--- src/rtl/ex_mem_reg_pkg.sv ---
// Shared definitions for the EX/MEM pipeline register: access-size codes,
// trap state encoding and the bubble word loaded on flush/squash.
package ex_mem_reg_pkg;

    localparam logic [1:0] NONE = 2'b00;
    localparam logic [1:0] WORD = 2'b01;
    localparam logic [1:0] HALF = 2'b10;
    localparam logic [1:0] BYTE = 2'b11;

    localparam int DM_ADDR_W = 13;

    typedef enum logic {
        RUN  = 1'b0,
        TRAP = 1'b1
    } state_t;

    typedef struct packed {
        logic [1:0]  ls_bit;
        logic        mem_write;
        logic        ext_op;
        logic        reg_write;
        logic        mem_to_reg;
        logic [4:0]  rd;
        logic [31:0] mux5_out;
        logic [31:0] mux3_out;
    } ex_mem_t;

    localparam ex_mem_t BUBBLE = '{
        ls_bit:     NONE,
        mem_write:  1'b0,
        ext_op:     1'b0,
        reg_write:  1'b0,
        mem_to_reg: 1'b0,
        rd:         5'd0,
        mux5_out:   32'd0,
        mux3_out:   32'd0
    };

endpackage

--- src/rtl/ls_align_chk.sv ---
// Combinational access checker: flags misaligned WORD/HALF accesses and,
// when DM_RANGE_CHK_EN is defined, accesses beyond the data memory window.
module ls_align_chk
    import ex_mem_reg_pkg::*;
(
    input  logic [1:0]  ls_bit,
    input  logic [31:0] addr,
    output logic        misaligned
`ifdef DM_RANGE_CHK_EN
    ,
    output logic        out_of_range
`endif
);

    always_comb begin
        misaligned = 1'b0;
        case (ls_bit)
            WORD:       misaligned = (addr[1:0] != 2'b00);
            HALF:       misaligned = addr[0];
            BYTE, NONE: misaligned = 1'b0;
            default:    misaligned = 1'b0;
        endcase
    end

`ifdef DM_RANGE_CHK_EN
    assign out_of_range = (ls_bit != NONE) && (addr[31:DM_ADDR_W] != '0);
`else
    // Upper address bits only matter to the range check.
    logic unused_addr_hi;
    assign unused_addr_hi = ^addr[31:2];
`endif

endmodule

--- src/rtl/ex_mem_reg.sv ---
// EX/MEM pipeline register with stall/flush, fault squash and trap latching.
// Optional range check and exc_cause output enabled by DM_RANGE_CHK_EN.
module ex_mem_reg
    import ex_mem_reg_pkg::*;
(
    input  logic        clock,
    input  logic        reset,
    input  logic        stall,
    input  logic        flush,
    input  logic        exc_ack,
    input  logic [1:0]  ID_EX_LS_bit,
    input  logic        ID_EX_MemWrite,
    input  logic        ID_EX_Ext_op,
    input  logic        ID_EX_RegWrite,
    input  logic        ID_EX_MemtoReg,
    input  logic [4:0]  ID_EX_rd,
    input  logic [31:0] ID_EX_pc,
    input  logic [31:0] mux5_out,
    input  logic [31:0] mux3_out,
    output logic [1:0]  EX_MEM_LS_bit,
    output logic        EX_MEM_MemWrite,
    output logic        EX_MEM_Ext_op,
    output logic        EX_MEM_RegWrite,
    output logic        EX_MEM_MemtoReg,
    output logic [4:0]  EX_MEM_rd,
    output logic [31:0] EX_MEM_mux5_out,
    output logic [31:0] EX_MEM_mux3_out,
    output logic        exc_pending,
    output logic [31:0] exc_bad_addr,
    output logic [31:0] exc_pc
`ifdef DM_RANGE_CHK_EN
    ,
    output logic        exc_cause
`endif
);

    ex_mem_t     pipe_reg, pipe_next, pipe_in;
    state_t      state_reg, state_next;
    logic [31:0] bad_addr_reg, bad_addr_next;
    logic [31:0] pc_reg, pc_next;
    logic        misaligned;
    logic        fault;
    logic        cause_reg, cause_next;

    assign pipe_in = '{
        ls_bit:     ID_EX_LS_bit,
        mem_write:  ID_EX_MemWrite,
        ext_op:     ID_EX_Ext_op,
        reg_write:  ID_EX_RegWrite,
        mem_to_reg: ID_EX_MemtoReg,
        rd:         ID_EX_rd,
        mux5_out:   mux5_out,
        mux3_out:   mux3_out
    };

`ifdef DM_RANGE_CHK_EN
    logic out_of_range;

    ls_align_chk u_chk (
        .ls_bit       (ID_EX_LS_bit),
        .addr         (mux5_out),
        .misaligned   (misaligned),
        .out_of_range (out_of_range)
    );

    assign fault = misaligned | out_of_range;
`else
    ls_align_chk u_chk (
        .ls_bit     (ID_EX_LS_bit),
        .addr       (mux5_out),
        .misaligned (misaligned)
    );

    assign fault = misaligned;
`endif

    always_comb begin
        pipe_next     = pipe_reg;
        state_next    = state_reg;
        bad_addr_next = bad_addr_reg;
        pc_next       = pc_reg;
        cause_next    = cause_reg;

        // Acknowledge is honoured even while stalled or flushed.
        if (state_reg == TRAP && exc_ack) begin
            state_next = RUN;
        end

        if (flush) begin
            pipe_next = BUBBLE;
        end else if (!stall) begin
            if (state_reg == TRAP) begin
                pipe_next = BUBBLE;
            end else if (fault) begin
                pipe_next     = BUBBLE;
                bad_addr_next = mux5_out;
                pc_next       = ID_EX_pc;
                cause_next    = !misaligned;
                state_next    = TRAP;
            end else begin
                pipe_next = pipe_in;
            end
        end
    end

    always_ff @(posedge clock or negedge reset) begin
        if (!reset) begin
            pipe_reg     <= BUBBLE;
            state_reg    <= RUN;
            bad_addr_reg <= '0;
            pc_reg       <= '0;
            cause_reg    <= 1'b0;
        end else begin
            pipe_reg     <= pipe_next;
            state_reg    <= state_next;
            bad_addr_reg <= bad_addr_next;
            pc_reg       <= pc_next;
            cause_reg    <= cause_next;
        end
    end

    assign EX_MEM_LS_bit   = pipe_reg.ls_bit;
    assign EX_MEM_MemWrite = pipe_reg.mem_write;
    assign EX_MEM_Ext_op   = pipe_reg.ext_op;
    assign EX_MEM_RegWrite = pipe_reg.reg_write;
    assign EX_MEM_MemtoReg = pipe_reg.mem_to_reg;
    assign EX_MEM_rd       = pipe_reg.rd;
    assign EX_MEM_mux5_out = pipe_reg.mux5_out;
    assign EX_MEM_mux3_out = pipe_reg.mux3_out;
    assign exc_pending     = (state_reg == TRAP);
    assign exc_bad_addr    = bad_addr_reg;
    assign exc_pc          = pc_reg;

`ifdef DM_RANGE_CHK_EN
    assign exc_cause = cause_reg;
`else
    logic unused_cause;
    assign unused_cause = cause_reg;
`endif

endmodule
--- config.mk ---
export PLATFORM = sky130hd
export DESIGN_NAME = ex_mem_reg
export DESIGN_NICKNAME = d
export VERILOG_FILES = /design/src/rtl/ex_mem_reg_pkg.sv /design/src/rtl/ls_align_chk.sv /design/src/rtl/ex_mem_reg.sv
export SDC_FILE = /design/constraint.sdc
export NUM_CORES = 1
export LEC_CHECK = 0
export CORE_MARGIN = 2
export CORE_UTILIZATION = 24
export DETAILED_ROUTE_END_ITERATION = 16
export PLACE_DENSITY_LB_ADDON = 0.05
export SYNTH_ARGS = -nofsm -noshare
export SYNTH_HDL_FRONTEND = slang
export SYNTH_SLANG_ARGS = --single-unit
--- constraint.sdc ---
create_clock -name clock -period 2.9 [get_ports clock]
set_input_delay 0.725 -clock clock [delete_from_list [all_inputs] [get_ports clock]]
set_output_delay 0.725 -clock clock [all_outputs]
set_load 0.03 [all_outputs]
==> reports/qor.yml <==
status:
  status: "finished, final reports clean"
critical_path:
  cp_slowest_stage_delay_ns: 0.71
  cp_cell_sequence: "clkdlybuf4s50_1"
  end_kind: "primary output"
  worstPathRequired_ns: 2.17
  critPathKind: "flip-flop to primary output"
  cp-start-kind: "flip-flop"
  slowest_stage: "clkdlybuf4s50_1"
  critical_path.max_fanout: 3
  cp_data_arrival_time_ns: 1.55
  crit_buf_inv: 1
  reg2reg_slack_ns: 1.31
  cpLargestDelayFamily: "buffers and inverters"
synthesis:
  postSynthAreaPerCell_sq_um: 17.0
  yosysWarnings: 0
  synthTopCellsByArea: "dfrtp_1, mux2_4, a22o_1"
  synthCells: 315
  ys_seq_area_frac: 0.654
  yosysTopAreaCell: "dfrtp_1"
  syn_area_sq_um: 5350
  synth_xor_area_frac: 0
  synth_top_area_frac: 0.654
  syn_nets: 427
  synth-simple-area-share: 0.0159
  synth_top_family_by_area: "multiplexers"
  synth.distinct_cells: 23
  synthMuxAreaShare: 0.165
  synth_compound_area_frac: 0.129
  synth_fa_ha_area_frac: 0
  ys_ff_latch: 140
global_routing:
  antenna_found_initial: 0
  globalRouteTotalUtil: 0.135
  grt_pass1_vias: 4065
  grt_pass1_wl_um: 24300
  grt_overflow: 0
  grt_max_degree: 57
timing:
  tns_ns: 0
  finalSetupViolCount: 0
  final_max_slew_viol_count: 0
  setup_ws_ns: 0.627
  fmax_mhz: 440
  worstMarginPinSlew_ns: 0.573
  final_hold_viol_count: 0
  hold_ws_ns: 0.238
  fin_skew_ns: 0.0186
  slew_headroom: 0.617
  post-route-period-util: 0.784
  fin_crit_ns: 2.27
  rsz0062_at_grt: "false"
placement:
  placed_cells: 833
  hpwl_um: 10600
  gp_routability_congestion: 0.752
  io_buffers: 251
  place_ws_ns: 0.411
  dpl_cell_area_sq_um: 8200
pwr:
  total_leakage_power_nw: 3.95
  pwr_density_cell_nw_per_um2: 762
  ir_worst_vdd_mv: 0.311
die:
  chipHeight_um: 153
  fp-row-count: 54
  core-area_sq_um: 21900
  die-area_sq_um: 23500
  initial_utilization: 0.245
  chipWidth_um: 153
  ios: 252
drt:
  drt-total-wl_um: 15600
  remaining_drc_errors: 0
  num_vias: 3684
  postRouteAntennaNets: 0
  drt_first_iter_violations: 123
  drt-vias-per-instance: 4.26
  wire_per_inst_um: 18.0
  drt_first_pass_iters: 4
clock_network:
  htreeDepth: 4
  cts.clk_slew.worst_paths_ns: 0.06
  post_cts_buffers: 0
  cts_hold_buf: 0
  cts.sinks: 140
  post_cts_resize_count: 0
  clockRootBuffer: "clkbuf_16"
  cts_tree: "done"
  clockBufferDepth: 2
  numCtsBuffers: 17
  insertion_delay_ns: 0.42
layout:
  fin_cells: 865
  drive_gt1_frac: 0.174
  antenna_cells: 0
  nNetsFinal: 684
  design_area_sq_um: 8810
  area_growth_pct: 64.6
run:
  max-cap-violations: 0
min_path:
  hold_path.class: "primary input to asynchronous set/reset pin"
kinds of logic after synthesis:
kind of cell           count (synthesis)
muxes                                 62
AOI/OAI and AO/OA                     79
DFF                                  140
and+or+nand+nor                       11
buffers and inverters                 23
synth_stat cells (all sizes together):
master / count
buf: 18
nand2: 2
nor2b: 2
nand2b: 1
nand3: 2
clkbuf: 4
nor2: 1
a21bo: 2
and3: 1
a22o: 75
o21ai: 2
nand3b: 1
dfrtp: 140
inv: 1
mux2: 62
nor3: 1
per-layer routing:
layer | wire, um | up-vias | global-route usage
met5 | 0 | - | 0
met4 | 282 | 0 | 0.0542
met1 | 6810 | 1838 | 0.170
met3 | 1240 | 18 | 0.0502
li1 | - | 1687 | -
met2 | 7270 | 141 | 0.210
state kept, by name, summed over array words and instances, names as in the netlist:
register         flops
EX_MEM_mux3_out     32
EX_MEM_mux5_out     32
exc_bad_addr        32
exc_pc              32
EX_MEM_rd            5
EX_MEM_LS_bit        2
EX_MEM_Ext_op        1
EX_MEM_MemWrite      1
EX_MEM_MemtoReg      1
EX_MEM_RegWrite      1
exc_pending          1
per-stage QoR:
stage | util | total power, W
2_1_floorplan | - | 0.00354
3_3_place_gp | 0.375 | 0.00450
3_5_place_dp | 0.375 | 0.00450
4_1_cts | 0.402 | 0.00682
5_1_grt | 0.402 | 0.00702
6_report | 0.402 | 0.00672
path summary, 6_finish.rpt:
check                                                  start  cells past startpoint                             end
worst min register to register  exc_bad_addr[23]$_DFFE_PN0P_                      1    exc_bad_addr[23]$_DFFE_PN0P_
min in group clock              exc_bad_addr[23]$_DFFE_PN0P_                      1    exc_bad_addr[23]$_DFFE_PN0P_
worst max register to register         exc_pending$_DFF_PN0_                      4  EX_MEM_mux5_out[9]$_DFFE_PN0P_
max in group asynchronous                              reset                      2     exc_bad_addr[9]$_DFFE_PN0P_
worst max-delay path                   exc_pending$_DFF_PN0_                      1                     exc_pending
worst min-delay path                                   reset                      1  EX_MEM_mux3_out[5]$_DFFE_PN0P_
cell usage in the layout (no fill, tap or decap), drive strengths merged:
cell type | netlist | final
clkbuf | 4 | 19
clkinv | 0 | 3
nor2b | 2 | 2
bufinv | 0 | 3
mux2 | 62 | 62
inv | 1 | 4
dfrtp | 140 | 140
nand3b | 1 | 1
and3 | 1 | 1
o21ai | 2 | 2
clkinvlp | 0 | 4
nand2 | 2 | 2
nand2b | 1 | 1
buf | 18 | 10
nor3 | 1 | 1
a22o | 75 | 75
nor2 | 1 | 1
nand3 | 2 | 2
a21bo | 2 | 2
clkdlybuf4s50 | 0 | 250
worst register-to-register path: cells and delay by family, from the launching register on:
family / cells / cell delay [ns]
AND/OR/NAND/NOR: 2 / 0.57
flip-flops: 1 / 0.42
buffers and inverters: 1 / 0.26
AO/OA/AOI/OAI: 1 / 0.26
final cells by class:
class                   instances  area, sq um
clock buffers                  19          443
clock inverters                13          165
fillers                      2074        13100
inverters                       1         3.75
multi-input cells             152         1680
flip-flops and latches        140         3500
well taps                     280          350
repair buffers                260         2670
power breakdown:
| part | switching (W) | total [W] | internal (W) |
|---|---|---|---|
| sequential | 0.000177 | 0.00244 | 0.00226 |
| combinational | 0.00101 | 0.00201 | 0.00100 |
| clock | 0.000880 | 0.00226 | 0.00138 |
| total | 0.00206 | 0.00672 | 0.00465 |
Note: power is estimated with default switching activity, not from simulation.
